==> config.mk <==
export PLATFORM = sky130hd
export DESIGN_NAME = nonce_result_collector
export DESIGN_NICKNAME = d
export VERILOG_FILES = /design/src/rtl/nonce_result_collector.sv
export SDC_FILE = /design/constraint.sdc
export NUM_CORES = 1
export LEC_CHECK = 0
export CAP_MARGIN = 20
export CORE_ASPECT_RATIO = 0.7
export CORE_MARGIN = 3
export CORE_UTILIZATION = 50
export CTS_CLUSTER_DIAMETER = 200
export DETAILED_ROUTE_END_ITERATION = 12
export GPL_TIMING_DRIVEN = 0
export PLACE_DENSITY_LB_ADDON = 0.3
export SLEW_MARGIN = 20
export SYNTH_ARGS = -nofsm -noshare
export SYNTH_HDL_FRONTEND = slang
export SYNTH_SLANG_ARGS = --single-unit
export TNS_END_PERCENT = 1
==> constraint.sdc <==
create_clock -name clk -period 2.9 [get_ports clk]
set_input_delay 0.29 -clock clk [delete_from_list [all_inputs] [get_ports clk]]
set_output_delay 0.29 -clock clk [all_outputs]
set_load 0.05 [all_outputs]
==> src/rtl/nonce_result_collector.sv <==
// Collects per-lane hash results, counts nonces per lane and captures the first
// successful nonce of the current block in a valid/ready result register.
module nonce_result_collector #(
    parameter int NUM_CORES = 4,
    parameter int NONCEBITS = 32,
    parameter int CORE_W    = (NUM_CORES > 1) ? $clog2(NUM_CORES) : 1
) (
    input  logic                 clk,
    input  logic                 rst,
    input  logic [NUM_CORES-1:0] valid_i,
    input  logic [NUM_CORES-1:0] newblock_i,
    input  logic [NUM_CORES-1:0] success_i,
    output logic                 res_valid,
    input  logic                 res_ready,
    output logic [NONCEBITS-1:0] res_nonce,
    output logic [CORE_W-1:0]    res_core,
    output logic                 res_multi,
    output logic                 exhausted,
    output logic                 busy
);

    // state  | meaning
    // SEARCH | waiting for the first success of the current block
    // HOLD   | result captured, waiting for host accept
    // DONE   | block finished (accepted or exhausted), successes ignored
    typedef enum logic [1:0] {SEARCH, HOLD, DONE} state_t;

    state_t               state;
    logic [NONCEBITS-1:0] cnt        [NUM_CORES];
    logic [NONCEBITS-1:0] lane_nonce [NUM_CORES];
    logic [NUM_CORES-1:0] hit;
    logic [CORE_W-1:0]    win_core;
    logic [NONCEBITS-1:0] win_nonce;
    logic                 win_multi;
    logic                 boundary;
    logic                 lane0_last;

    always_comb begin
        for (int i = 0; i < NUM_CORES; i++) begin
            lane_nonce[i] = newblock_i[i] ? NONCEBITS'(i)
                          : cnt[i] * NONCEBITS'(NUM_CORES) + NONCEBITS'(i);
        end
    end

    assign hit        = valid_i & success_i;
    assign boundary   = valid_i[0] & newblock_i[0];
    assign lane0_last = valid_i[0] & ~newblock_i[0] & (&cnt[0]);
    assign win_multi  = $countones(hit) > 1;

    // Scan downwards so the lowest set lane wins.
    always_comb begin
        win_core  = '0;
        win_nonce = '0;
        for (int i = NUM_CORES - 1; i >= 0; i--) begin
            if (hit[i]) begin
                win_core  = CORE_W'(i);
                win_nonce = lane_nonce[i];
            end
        end
    end

    always_ff @(posedge clk) begin
        if (!rst) begin
            state     <= SEARCH;
            res_valid <= 1'b0;
            res_nonce <= '0;
            res_core  <= '0;
            res_multi <= 1'b0;
            exhausted <= 1'b0;
            busy      <= 1'b1;
            for (int i = 0; i < NUM_CORES; i++) cnt[i] <= '0;
        end else begin
            for (int i = 0; i < NUM_CORES; i++) begin
                if (valid_i[i]) cnt[i] <= newblock_i[i] ? NONCEBITS'(1) : cnt[i] + NONCEBITS'(1);
            end
            // A block boundary restarts the search and is evaluated like SEARCH.
            if (boundary || state == SEARCH) begin
                res_multi <= 1'b0;
                exhausted <= 1'b0;
                if (hit != '0) begin
                    state     <= HOLD;
                    res_valid <= 1'b1;
                    res_nonce <= win_nonce;
                    res_core  <= win_core;
                    res_multi <= win_multi;
                    busy      <= 1'b0;
                end else if (lane0_last) begin
                    state     <= DONE;
                    res_valid <= 1'b0;
                    exhausted <= 1'b1;
                    busy      <= 1'b0;
                end else begin
                    state     <= SEARCH;
                    res_valid <= 1'b0;
                    busy      <= 1'b1;
                end
            end else if (state == HOLD && res_ready) begin
                state     <= DONE;
                res_valid <= 1'b0;
                res_multi <= 1'b0;
                busy      <= 1'b0;
            end
        end
    end

endmodule

; Word level (Yosys, flattened, before mapping)
; Memories as Yosys holds them, arrays and structs flattened.
; Cells that the tools add are included.
; W data, S select, Z words.
[classes]
addsub = 10
n_lt_le_gt_ge = 1
n_eq_ne = 1
mux = 47
bitwise = 9
reduce_logical = 7
[ops]
columns = cell, n
row1 = $mux W32, 16
row2 = $add A32 B1 Y32 const B, 5
row3 = $add A32 B2 Y32 const B, 2
row4 = $reduce_and A32 Y1, 1
row5 = $mux W1, 23
row6 = $mux W2, 8
row7 = $add A1 B1 Y2, 2
row8 = $and A4 B4 Y4, 1
row9 = $or A1 B1 Y1, 4
row10 = $reduce_bool A4 Y1, 1
row11 = $add A2 B2 Y3, 1
row12 = $and A1 B1 Y1, 3
row13 = $gt A3 B1 Y1 const B, 1
row14 = $eq A2 B1 Y1 const B, 1
row15 = $logic_not A2 Y1, 1
row16 = $reduce_and A2 Y1, 1
row17 = $reduce_bool A2 Y1, 1
row18 = $logic_and A1 B1 Y1, 1
row19 = $logic_or A1 B1 Y1, 1
row20 = $not A1 Y1, 1
[word_totals]
regBits = 40
ramBits = 128
input_bits = 15
out_inout_bits = 38
word_cells = 83
n_memories = 1
[mem_list]
columns = memory, depth, width, read_ports, rd_clocked_by_memory_dff, wr, line
row1 = cnt, 4, 32, 4, 0, 4, 29  ; logic [NONCEBITS-1:0] cnt [NUM_CORES];

; Longest topological paths before layout
[logic_depth]
word_depth = 6
ltp_mapped = 8
ltp_nobuf = 6

; Worst setup path after synthesis
; No wires, ideal clock.
[synth_path]
kind = flip-flop to flip-flop
from = memory cnt[1][14]
to = memory cnt[1][28], data pin
setup_time_ps = 147
arrival_time_ps = 1857
required_ps = 2753
setup_slack_ps = 896
stages_incl_launch_ff = 6
path_buffers = 1
synth_period_minus_slack_ps = 2004
path_cell_list = edfxtp_1 > nand3_2 > or4_1 > buf_2 > or4_1 > a21oi_1
[synth_rtl]
columns = element, line
row1 = start: declaration, 29

; Worst setup path in the final report
[layout_path]
from = input valid_i[1]
to = register res_nonce[13]
[layout_between]
elab_chain_cells = 3
elab_cells_between_ends = 5
classes_between = mux: 2 / bitwise: 1 / reduce/logical: 2
[layout_rtl]
columns = element, line
row1 = start: declaration, 10  ; input logic [NUM_CORES-1:0] valid_i,
row2 = $and A4 B4 Y4 (*), 45  ; assign hit = valid_i & success_i;
row3 = $reduce_bool A4 Y1 or $mux W32 (tied branches), "80, 55"
row4 = $reduce_and A2 Y1 (no line) or $mux W32 (tied branches), -
row5 = end signal: assignment, 83  ; res_nonce <= win_nonce;
row6 = end: declaration, 15  ; output logic [NONCEBITS-1:0] res_nonce,
; Mark *: on every way between the ends. The rest lies on a longest branch, timed or not.
; A chain may end at the register's enable or synchronous reset.

==> metrics.md <==
| Metric | Value |
|---|---|
| First-pass detailed-route iteration total | 6 |
| Power density over cell area | 546.8 nW/um^2 |
| Final Hold Fails | 0 |
| Synthesized area | 9354 sq um |
| Initial antenna violation count | 1 |
| Vias in the first global route | roughly 7.8k |
| Critical Path End Type | flip-flop |
| Cell variety after synth | 52 |
| Outcome | finished clean |
| Core box area | 18160 sq um |
| Pins Over Slew Limit | 0 |
| Vias post-DR | 8814 |
| Std cell rows | 41 |
| Cts bufs inserted | 17 |
| Slew HR | 28.83% |
| Final setup fails | 0 |
| Maximum clock path buffer count | 2 |
| Synth Flop Type | edfxtp_1 |
| Cells after Synth | 989 |
| Worst-path clk slew | about 0.070 ns |
| Synth Warn # | 0 |
| # nets final | between 1k and 1.5k |
| CP Class | input port to flip-flop |
| Final antenna-violating net count | 0 |
| Worst skew pair latency | 0.44 ns |
| Post-Route Skew | 0.01267 ns |
| Total GRT Usage | 27.55% |
| Crit share post-route | 90.28% |
| Hpwl dp | just over 20000 microns |
| Worst Tran Pin Value | approximately 1.1 ns |
| Post-synthesis sequential area ratio | 47.08% |
| Clock Sinks | 159 |
| Grt total ovfl | 0 |
| Largest cells by area after synthesis | edfxtp_1, dfxtp_1, a21oi_1, o21ai_0, or4_1 |
| Period minus WS final | 2.618 ns |
| Top Ports | 53 |
| Worst Path Arrival | 2.99 ns |
| Crit-path max FO | 10 |
| Port-buffer cells | 51 |
| Post-Syn Area per Cell | 9.458 sq um |
| Final hold slack | 0.4644 ns |
| RSZ-0062 raised after global routing | false |
| Die X | 169.5 microns |
| Resized cells post-CTS | 0 |
| List of most frequent post-synthesis cells | edfxtp_1, a21oi_1, o21ai_0 |
| P&R area growth vs syn | 15.62% |
| First-pass GRT wire length | 43590 microns |
| Final wirelength | about 28000 microns |
| Post-synth EDFFs | 122 |
| Worst hold path type | input port to flip-flop |
| Drt via density | 6.728 |
| Worst vdd ir | 0.4129 mV |
| CP Launch Type | input port |
| Die outline height | 120.4 microns |
| LEAKAGE | 3.408 nW |
| Number of diodes | 0 |
| GPL Wtd Cong | 0.9747 |
| Worst EP required | 3.27 ns |
| CTS tree | yes |
| Setup Fix Bufs, Post-CTS | 0 |
| DRC viols | 0 |
| DR WL/cell | about 22 microns |
| Initial Util | 51.51% |
| Largest net degree at the start of global routing | 31 |
| Final Core Density | about three fifths |
| Async set-or-reset flop fraction in the synthesized netlist | 0% |
| Max Cap Viol | 0 |
| Starting DRT DRC Count | 1448 |
| Layout fillers | 1577 |
| FMAX | 382.0 MHz |
| Mapped Nets | 1010 |
| CTS HTree Levels | 4 |
| Share of layout cells above drive strength 1 | 4.935% |
| Share of the synthesized area in the top cell type | 39.17% |
| Synth Register Bits | 159 |
| Die area | 20410 sq um |
| Most common cell in the netlist | edfxtp_1 |
| Root Buffer | clkbuf_16 |
| Leading area contributor after synthesis | edfxtp_1 |
| Hold-fix buffers, CTS | 0 |
## area by class of cell
cell class	count	area (sq um)	area share [%]
plain buffers	71	277.8	2.568
repair buffers	53	565.5	5.229
clock buffers	18	429.2	3.968
inverters	17	63.81	0.5900
clock inverters	14	155.1	1.435
multi-input cells	742	4624	42.76
well taps	236	295.3	2.730
flip-flops and latches	159	4404	40.72
## report_power, final
part           switching, mW  internal [mW]
Combinational          0.542          0.271
Clock                   1.02           1.28
Sequential             0.196           2.61
Total                   1.75           4.16
## metrics by stage
stage	worst slack [ns]	cells	TNS [ns]	power, mW	area (sq um)
2_1_floorplan	0.8962	989	0	3.290	9354
3_3_place_gp	-0.001714	1276	-0.001714	3.606	10160
3_5_place_dp	-0.07095	1278	-0.3135	3.631	10220
4_1_cts	0.3681	1310	0	5.886	10810
5_1_grt	0.03809	1310	0	6.065	10820
6_report	0.2819	1310	0	5.914	10820
## worst max-delay path: stages
cell	delay, ns
clkdlybuf4s50_1	0.60
and2_1	0.20
clkbuf_2	0.22
inv_1	0.19
nor3_1	0.66
clkbuf_1	0.41
a221oi_1	0.22
a21oi_1	0.19
## sequential cells by signal, summed over array words and instances (netlist names)
signal     flops
busy           1
cnt          122
exhausted      1
res_multi      1
res_nonce     32
state          2
## cells in the final DEF, fill, tap and decap left out, types with 5 or more instances in the layout
master | netlist | layout
inv_1 | 17 | 17
xor2_1 | 26 | 26
clkbuf_1 | 64 | 65
o21ai_0 | 81 | 81
nor4_1 | 19 | 18
nor3_1 | 12 | 12
a41o_1 | 7 | 7
and3_1 | 17 | 17
clkbuf_16 | 0 | 17
o31ai_1 | 32 | 32
xnor2_1 | 16 | 16
nand2b_1 | 16 | 12
edfxtp_1 | 122 | 122
nor2_1 | 54 | 54
and2_1 | 40 | 40
or3_1 | 15 | 15
a21oi_1 | 85 | 85
a31oi_1 | 7 | 7
mux2i_1 | 11 | 11
nor2b_1 | 7 | 7
clkdlybuf4s50_1 | 0 | 51
nand3_1 | 48 | 48
a221oi_1 | 26 | 26
or4_1 | 38 | 38
ha_1 | 5 | 5
and4_1 | 12 | 12
dfxtp_1 | 37 | 37
nor4b_1 | 28 | 28
nand4_1 | 28 | 28
nand2_1 | 68 | 68
## metal layers
metal  GRT usage, %  share of wire, %  vias up
met5              0             0.039        -
met4          6.742               2.1        2
met3          7.647                11       45
met2          38.36                41      483
met1          42.20                46     4301
li1               -                 -     3983
## cells by family (layout without fill, tap and decap cells)
| group | count (synthesis) | count (layout) | share of synthesized area, % |
|---|---|---|---|
| compound gates | 266 | 266 | 17.55 |
| xor+xnor | 42 | 42 | 3.933 |
| fa+ha+maj | 6 | 6 | 0.8828 |
| buf+inv | 88 | 173 | 3.652 |
| flops | 159 | 159 | 47.08 |
| mux | 11 | 11 | 1.177 |
| simple gates | 417 | 417 | 25.72 |
## worst paths after layout
| kind | from | to | slack (ns) | depth (start not counted) |
|---|---|---|---|---|
| setup / recovery | valid_i[1] | res_nonce[13] | 0.28 | 8 |
| hold / removal | rst | cnt[2][0] | 0.46 | 3 |
| setup reg to reg | cnt[0][7] | cnt[0][17] | 0.36 | 7 |
| hold reg to reg | res_nonce[0] | res_nonce[0] | 0.49 | 2 |
Note: power is estimated with default switching activity, not from simulation.
